--- src/rtl/issue_sequencer.sv ---
// issue_sequencer: issue-stage scoreboard sequencer plus round-robin clear arbiter.
// Optional build macro ISSUE_STALL_COUNT_EN adds a saturating stall_count output.
module issue_sequencer #(
    parameter int unsigned NUM_WB  = 2,
    parameter int unsigned STALL_W = 16
) (
    input  logic                  clock,
    input  logic                  reset,
    input  logic                  id_valid,
    output logic                  id_ready,
    input  logic [4:0]            id_rs,
    input  logic [4:0]            id_rt,
    input  logic [4:0]            id_rd,
    input  logic                  id_uses_rt,
    input  logic                  id_writes,
    input  logic [1:0]            id_stage,
    output logic                  iss_valid,
    output logic [4:0]            iss_rd,
    output logic [4:0]            sb_addr,
    input  logic [7:0]            sb_data,
    output logic [4:0]            sb_writeaddr,
    output logic [1:0]            sb_stage,
    output logic                  sb_enablewrite,
    output logic [4:0]            sb_clearaddr,
    output logic                  sb_enableclear,
    input  logic [NUM_WB-1:0]     wb_valid,
    input  logic [5*NUM_WB-1:0]   wb_addr,
    output logic [NUM_WB-1:0]     wb_ready
`ifdef ISSUE_STALL_COUNT_EN
    ,
    output logic [STALL_W-1:0]    stall_count
`endif
);

    localparam int unsigned REG_W = 5;
    localparam int unsigned PTR_W = (NUM_WB > 2) ? 2 : 1;

    typedef enum logic [1:0] {IDLE, CHK_RS, CHK_RT, ISSUE} state_t;

    state_t             state_q, state_d;
    logic [REG_W-1:0]   rs_q, rt_q, rd_q;
    logic               uses_rt_q, writes_q;
    logic [1:0]         stage_q;
    logic               stalled;

    logic [PTR_W-1:0]   ptr_q, grant_idx, cand;
    logic               grant_found, grant;
    logic [REG_W-1:0]   wb_addr_a [NUM_WB];

    // State register and instruction latch
    always_ff @(posedge clock or posedge reset) begin
        if (reset) begin
            state_q   <= IDLE;
            rs_q      <= '0;
            rt_q      <= '0;
            rd_q      <= '0;
            uses_rt_q <= 1'b0;
            writes_q  <= 1'b0;
            stage_q   <= '0;
        end else begin
            state_q <= state_d;
            if (state_q == IDLE && id_valid) begin
                rs_q      <= id_rs;
                rt_q      <= id_rt;
                rd_q      <= id_rd;
                uses_rt_q <= id_uses_rt;
                writes_q  <= id_writes;
                stage_q   <= id_stage;
            end
        end
    end

    // Next state and scoreboard read/mark strobes; register 0 never stalls
    always_comb begin
        state_d        = state_q;
        id_ready       = 1'b0;
        iss_valid      = 1'b0;
        iss_rd         = '0;
        sb_addr        = '0;
        sb_enablewrite = 1'b0;
        sb_writeaddr   = '0;
        sb_stage       = '0;
        stalled        = 1'b0;
        case (state_q)
            IDLE: begin
                id_ready = 1'b1;
                if (id_valid) state_d = CHK_RS;
            end
            CHK_RS: begin
                sb_addr = rs_q;
                if (rs_q == '0 || !sb_data[0]) state_d = uses_rt_q ? CHK_RT : ISSUE;
                else                           stalled = 1'b1;
            end
            CHK_RT: begin
                sb_addr = rt_q;
                if (rt_q == '0 || !sb_data[0]) state_d = ISSUE;
                else                           stalled = 1'b1;
            end
            ISSUE: begin
                iss_valid = 1'b1;
                iss_rd    = rd_q;
                if (writes_q && rd_q != '0) begin
                    sb_enablewrite = 1'b1;
                    sb_writeaddr   = rd_q;
                    sb_stage       = stage_q;
                end
                state_d = IDLE;
            end
            default: state_d = IDLE;
        endcase
    end

    for (genvar k = 0; k < NUM_WB; k++) begin : g_wb_addr
        assign wb_addr_a[k] = wb_addr[REG_W*k +: REG_W];
    end

    // Round-robin search starting at the pointer, wrapping around
    always_comb begin
        grant_found = 1'b0;
        grant_idx   = '0;
        cand        = '0;
        for (int unsigned i = 0; i < NUM_WB; i++) begin
            cand = PTR_W'((32'(ptr_q) + i) % NUM_WB);
            if (!grant_found && wb_valid[cand]) begin
                grant_found = 1'b1;
                grant_idx   = cand;
            end
        end
    end

    // A same-cycle mark of the same register wins over the clear
    assign grant = grant_found && !reset &&
                   !(sb_enablewrite && wb_addr_a[grant_idx] == sb_writeaddr);
    assign sb_enableclear = grant;
    assign sb_clearaddr   = grant ? wb_addr_a[grant_idx] : '0;
    assign wb_ready       = grant ? (NUM_WB'(1'b1) << grant_idx) : '0;

    always_ff @(posedge clock or posedge reset) begin
        if (reset) begin
            ptr_q <= '0;
        end else if (grant) begin
            ptr_q <= (32'(grant_idx) == NUM_WB - 1) ? '0 : grant_idx + PTR_W'(1);
        end
    end

`ifdef ISSUE_STALL_COUNT_EN
    logic [STALL_W-1:0] stall_q;
    logic               unused_bits;

    always_ff @(posedge clock or posedge reset) begin
        if (reset)                        stall_q <= '0;
        else if (stalled && stall_q != '1) stall_q <= stall_q + STALL_W'(1);
    end

    assign stall_count = stall_q;
    assign unused_bits = ^sb_data[7:1];
`else
    logic               unused_bits;
    logic [STALL_W-1:0] unused_stall_w;

    assign unused_bits    = ^{sb_data[7:1], stalled};
    assign unused_stall_w = '0;
`endif

endmodule

--- config.mk ---
export PLATFORM = sky130hd
export DESIGN_NAME = issue_sequencer
export DESIGN_NICKNAME = d
export VERILOG_FILES = /design/src/rtl/issue_sequencer.sv
export SDC_FILE = /design/constraint.sdc
export NUM_CORES = 1
export LEC_CHECK = 0
export CAP_MARGIN = 20
export CORE_UTILIZATION = 36
export CTS_CLUSTER_DIAMETER = 150
export CTS_CLUSTER_SIZE = 20
export DETAILED_ROUTE_END_ITERATION = 16
export GPL_TIMING_DRIVEN = 0
export PLACE_DENSITY = 0.83
export SYNTH_ARGS = -nofsm -noshare
export SYNTH_HDL_FRONTEND = slang
export SYNTH_SLANG_ARGS = --single-unit
--- constraint.sdc ---
create_clock -name clock -period 2 [get_ports clock]
set_input_delay 0.4 -clock clock [delete_from_list [all_inputs] [get_ports clock]]
set_output_delay 0.4 -clock clock [all_outputs]
set_load 0.05 [all_outputs]
# Word level (Yosys, flattened, before mapping)
# Index checks and enable logic that the tools add are counted.
# totals
ff_bits,22
input_bits,42
output_inout_bits,28
# classes
n_addsub,2
order_cmp,3
eq_ne,7
n_shift,1
muxes,29
bitwise_logic,1
n_reduce_logical,17
# op_table
cell,n
5-bit two-way mux,7
1-bit two-way mux,14
2-bit two-way mux,6
5-bit logical NOT,2
5-bit one-hot mux with 2 select lines,1
2-bit one-hot mux with 4 select lines,1
1-bit logical AND,6
"2-bit inequality test, second input constant",3
5-bit == test,1
5-bit nonzero test,1
"2-bit == test, second input constant",2
1-bit logical NOT,4
"1-bit by 2-bit less-than comparator with 1-bit output, second input constant",2
3-bit AND reduction,1
"1-bit adder, second input constant",2
"2-bit by 1-bit == test with 1-bit output, second input constant",1
"2-bit >= comparator, second input constant",1
2-bit logical NOT,1
1-bit logical OR,2
1-bit NOT with 2-bit output,1
"1-bit by 1-bit left shift with 2-bit output, first input constant",1

# Depth between registers and ports, before layout
# logic_depth
ltp_word,15
mapped_depth,8
ltp_nobuf,7

# Least setup slack after synthesis
# OpenSTA, ideal clock, no wires.
# synth_timing
path_type,reg2out
from,register state_q[1]
to,output sb_clearaddr[4]
arrival_ns,2.429
required_time_ns,1.600
setup_slack_ns,-0.829
path_stages_with_launch,8
path_buffers,1
path_cell_list,dfrtp_1 ha_1 nand2_1 o22ai_1 o311ai_1 a41o_1 buf_6 a21oi_1
# synth_between
elab_chain_len,7
# synth_lines
item,line_no,text
from (decl),40,"state_t state_q, state_d;"
from (signal assigned),61,state_q <= state_d;
2-bit == test *,84,case (state_q)
5-bit two-way mux,84,
5-bit == test,133,!(sb_enablewrite && wb_addr_a[grant_idx] == sb_writeaddr);
1-bit logical AND *,133,
1-bit logical NOT *,133,
1-bit logical AND *,132,assign grant = grant_found && !reset &&
5-bit two-way mux *,135,assign sb_clearaddr = grant ? wb_addr_a[grant_idx] : '0;
to (decl),24,"output logic [4:0] sb_clearaddr,"
# Every way passes the cells marked *; elsewhere a longest branch is shown, timed or not.

# Worst setup path after layout
# layout_timing
from,register ptr_q
to,output sb_clearaddr[4]
# layout_between
elab_chain_len,15
# layout_lines
item,line_no,text
from (decl),46,"logic [PTR_W-1:0] ptr_q, grant_idx, cand;"
from (signal assigned),142,ptr_q <= (32'(grant_idx) == NUM_WB - 1) ? '0 : grant_idx + PTR_W'(1);
1-bit two-way mux (implied by the code) (2 in a row),124,if (!grant_found && wb_valid[cand]) begin
1-bit two-way mux,124,
1-bit logical NOT,124,
1-bit logical AND,124,
1-bit two-way mux,124,
1-bit NOT with 2-bit output (implied by the code),"133, 135",
5-bit two-way mux (implied by the code) (3 in a row),"133, 135",
5-bit == test,133,
1-bit logical AND,133,
1-bit logical NOT,133,
1-bit logical AND,132,
5-bit two-way mux *,135,
# Every way passes the cells marked *; elsewhere a longest branch is shown, timed or not. The select of a mux whose other input is x is not followed.

==> summary.md <==
| Metric | Value |
|---|---|
| Max_cap viols | 0 |
| Pwr per Cell Area | about 1400 mW/mm^2 |
| Outcome | complete, but fails checks |
| Antenna-violating nets left | 0 |
| Crit path max-delay family | multiplexers |
| Mean Syn Cell Area | a little over 10 um^2 |
| DRT Wirelength | about 3700 um |
| Worst path required time | 1.60 ns |
| Synth top area share | 0.388 |
| CP arrival | ~2.3 ns |
| Clk sinks | 22 |
| Storage element area | 556 um^2 |
| Ant. Diodes | 0 |
| First-pass GRT wire length | about 5700 um |
| Crit-path slowest cell | dfrtp_1 |
| DR vias | about 1400 |
| Seq/Total Area, Yosys | 0.388 |
| CP Class | flip-flop to output port |
| CP Cell Sequence | nand2b_4 > buf_12 > nand2_8 > mux2i_4 > mux2_4 > a41o_4 > buf_12 > a21oi_4 > buf_6 |
| Clk slew on worst S/H paths | roughly 0.080 ns |
| Final Hold Fails | 0 |
| LEAKAGE | about 0.0011 uW |
| Max-slew violation count | 0 |
| Least-Margin Pin Slew | roughly 0.50 ns |
| Multi-input logic area | approximately 1000 um^2 |
| Synth Flop Type | dfrtp_1 |
| Slowest stage delay, CP | around 0.38 ns |
| Die Width | 64.8 um |
| Fillers | approximately 300 |
| Asr flop ratio synth | 1.00 |
| Warnings, synthesis | 0 |
| Layout area overhead | 71.5% |
| Violated checks | setup timing |
| VDD IR max | between 900 and 1000 uV |
| Max clock buf depth | 2 |
| Final min period | roughly 2.7 ns |
| RSZ-0062 raised after global routing | true |
| Max transition margin | 0.663 |
| Most used cell along the critical path | buf_12 |
| Post-synth top cells | 22 x dfrtp_1, 19 x mux2_2, 10 x nor2_1 |
| Worst-path fanout max | 8 |
| Dpl hpwl | between 2000 and 3000 um |
| Clock root buffer | clkbuf_8 |
| Worst Path Buf+Inv | 3 |
| Setup ws final | -0.713 ns |
| CTS tree | built |
| Port Buffer Count | 62 |
| Top-level I/O count | 70 |
| Hold Slack | 0.505 ns |
| Share of layout cells above drive strength 1 | 0.470 |
| Top-count cell post-synth | dfrtp_1 |
| CP startpoint kind | flip-flop |
| Setup TNS | -5.73 ns |
| CORE AREA | roughly 0.0037 mm^2 |
| Clock Skew | 0.00312 ns |
| Post-synth EDFFs | 0 |
| # DRC | 0 |
| # setup viols final | 9 |
| GRT Overall Usage | 0.176 |
| Num CTS Buffers | 3 |
| Ranking of synthesized cells by area | dfrtp_1 39%, mux2_2 15%, ha_1 3.5% |
| Maximum clock frequency | 369 MHz |
| Synth Cell Area | about 0.0014 mm^2 |
| Hold_buf cts | 0 |
| CTS H-tree depth | 1 |
| Clk_lat worst skew | about 0.27 ns |
| Pre-Repair DR Iteration Count | 4 |
| Pin count of the biggest net entering global routing | 24 |
| Die Y | about 65 um |
| Starting density of the core | 0.382 |
| Initial antenna violation count | 0 |
| GP Congestion | between 0.7 and 0.8 |
| Post-Synthesis Cells | 137 |
| WL per Instance | 14.1 um |
| Via density | 5.16 |
| Die area | roughly 0.0042 mm^2 |
| Design Area, Final | between 0.002 and 0.0025 mm^2 |
| HP Class | primary input to async pin |
| Row count | 22 |
| Iter 0 DRT Violations | 93 |
| Tcrit/Tclk final | 1.36 |
| Netlist cell types | 36 |
| Vias in the first global route | 1242 |
| #FFs+latches synth | 22 |
| Placed inst area | roughly 0.0022 mm^2 |
| Syn nets | 183 |
| Fin nets | ~260 |
| Global route overflow | 0 |
| Synth area leader | dfrtp_1 |
| CP endpoint kind | output port |
[stage by stage]
stage	total power, uW	utilization	std cells	setup WS (ns)
floorplan	2270	-	137	-0.364
global placement	2800	0.593	247	-1.51
detailed placement	2840	0.593	247	-1.56
CTS	3220	0.633	257	-0.698
global route	3510	0.655	263	-0.775
finish	3330	0.655	263	-0.713
[per-layer routing]
layer / share of wire / wire length, um / up-vias / GRT usage
li1: - / - / 655 / -
met1: 0.45 / 1680 / 638 / 0.238
met2: 0.47 / 1750 / 58 / 0.271
met3: 0.067 / 248 / 5 / 0.0423
met4: 0.011 / 42 / 0 / 0.0639
met5: 0 / 0 / - / 0
[path summary, 6_finish.rpt]
check,endpoint,cells after the start,startpoint,slack (ns)
worst max-delay path,sb_clearaddr[4],9,ptr_q$_DFFE_PP0P_,-0.71
worst max register to register,ptr_q$_DFFE_PP0P_,9,ptr_q$_DFFE_PP0P_,-0.28
min in group clock,stage_q[0]$_DFFE_PP0P_,1,stage_q[0]$_DFFE_PP0P_,0.52
worst min-delay path,ptr_q$_DFFE_PP0P_,2,reset,0.50
max in group asynchronous,rd_q[1]$_DFFE_PP0P_,2,reset,1.18
worst min register to register,stage_q[0]$_DFFE_PP0P_,1,stage_q[0]$_DFFE_PP0P_,0.52
[report_power, final]
| group | switching, uW | leakage, uW | internal (uW) |
|---|---|---|---|
| logic | 1180 | 0.000771 | 904 |
| clock network | 150 | 0.0000288 | 176 |
| registers | 248 | 0.000255 | 679 |
| total | 1570 | 0.00106 | 1760 |
[sequential cells by signal, summed over array words and instances (netlist names)]
register   count
rs_q           5
writes_q       1
state_q        2
ptr_q          1
stage_q        2
rt_q           5
uses_rt_q      1
rd_q           5
[cell type report]
class | instances | share of cell area
Buffer | 5 | 0.0252
Clock buffer | 4 | 0.0226
Inverter | 5 | 0.0108
Multi-Input combinational cell | 105 | 0.401
Sequential cell | 22 | 0.228
Tap cell | 48 | 0.0247
Timing Repair Buffer | 74 | 0.287
[layout by cell type, fill, tap and decap left out, drive strengths merged, types with 2 or more instances in the layout]
master / Yosys / routed
buf: 3 / 39
clkdlybuf4s50: 0 / 31
dfrtp: 22 / 22
mux2: 21 / 21
nor2: 11 / 11
clkbuf: 2 / 9
o21ai: 7 / 7
and2: 7 / 7
and3: 6 / 6
a22oi: 6 / 6
nand2: 6 / 6
nor2b: 6 / 6
nand2b: 5 / 5
a21oi: 5 / 5
dlygate4sd2: 0 / 4
ha: 4 / 4
inv: 5 / 3
mux2i: 3 / 3
or4: 2 / 2
nand3: 2 / 2
nand4b: 2 / 2
clkinvlp: 0 / 2
[logic make-up after synthesis]
| kind of cell | count (synthesis) | share of synthesized area |
|---|---|---|
| buffers and inverters | 10 | 0.0423 |
| AOI/OAI and AO/OA | 24 | 0.108 |
| adders and majority gates | 4 | 0.0352 |
| and+or+nand+nor | 52 | 0.227 |
| DFF | 22 | 0.388 |
| muxes | 24 | 0.193 |
| xor gates and xnor gates | 1 | 0.00617 |
[what timing repair did]
action,CTS,global route
pin swaps,1,6
cloned,0,1
setup buffers,6,5
resized for setup,152,46
setup endpoints to repair,39,38
No activity file was read; power rests on OpenSTA's default activity.
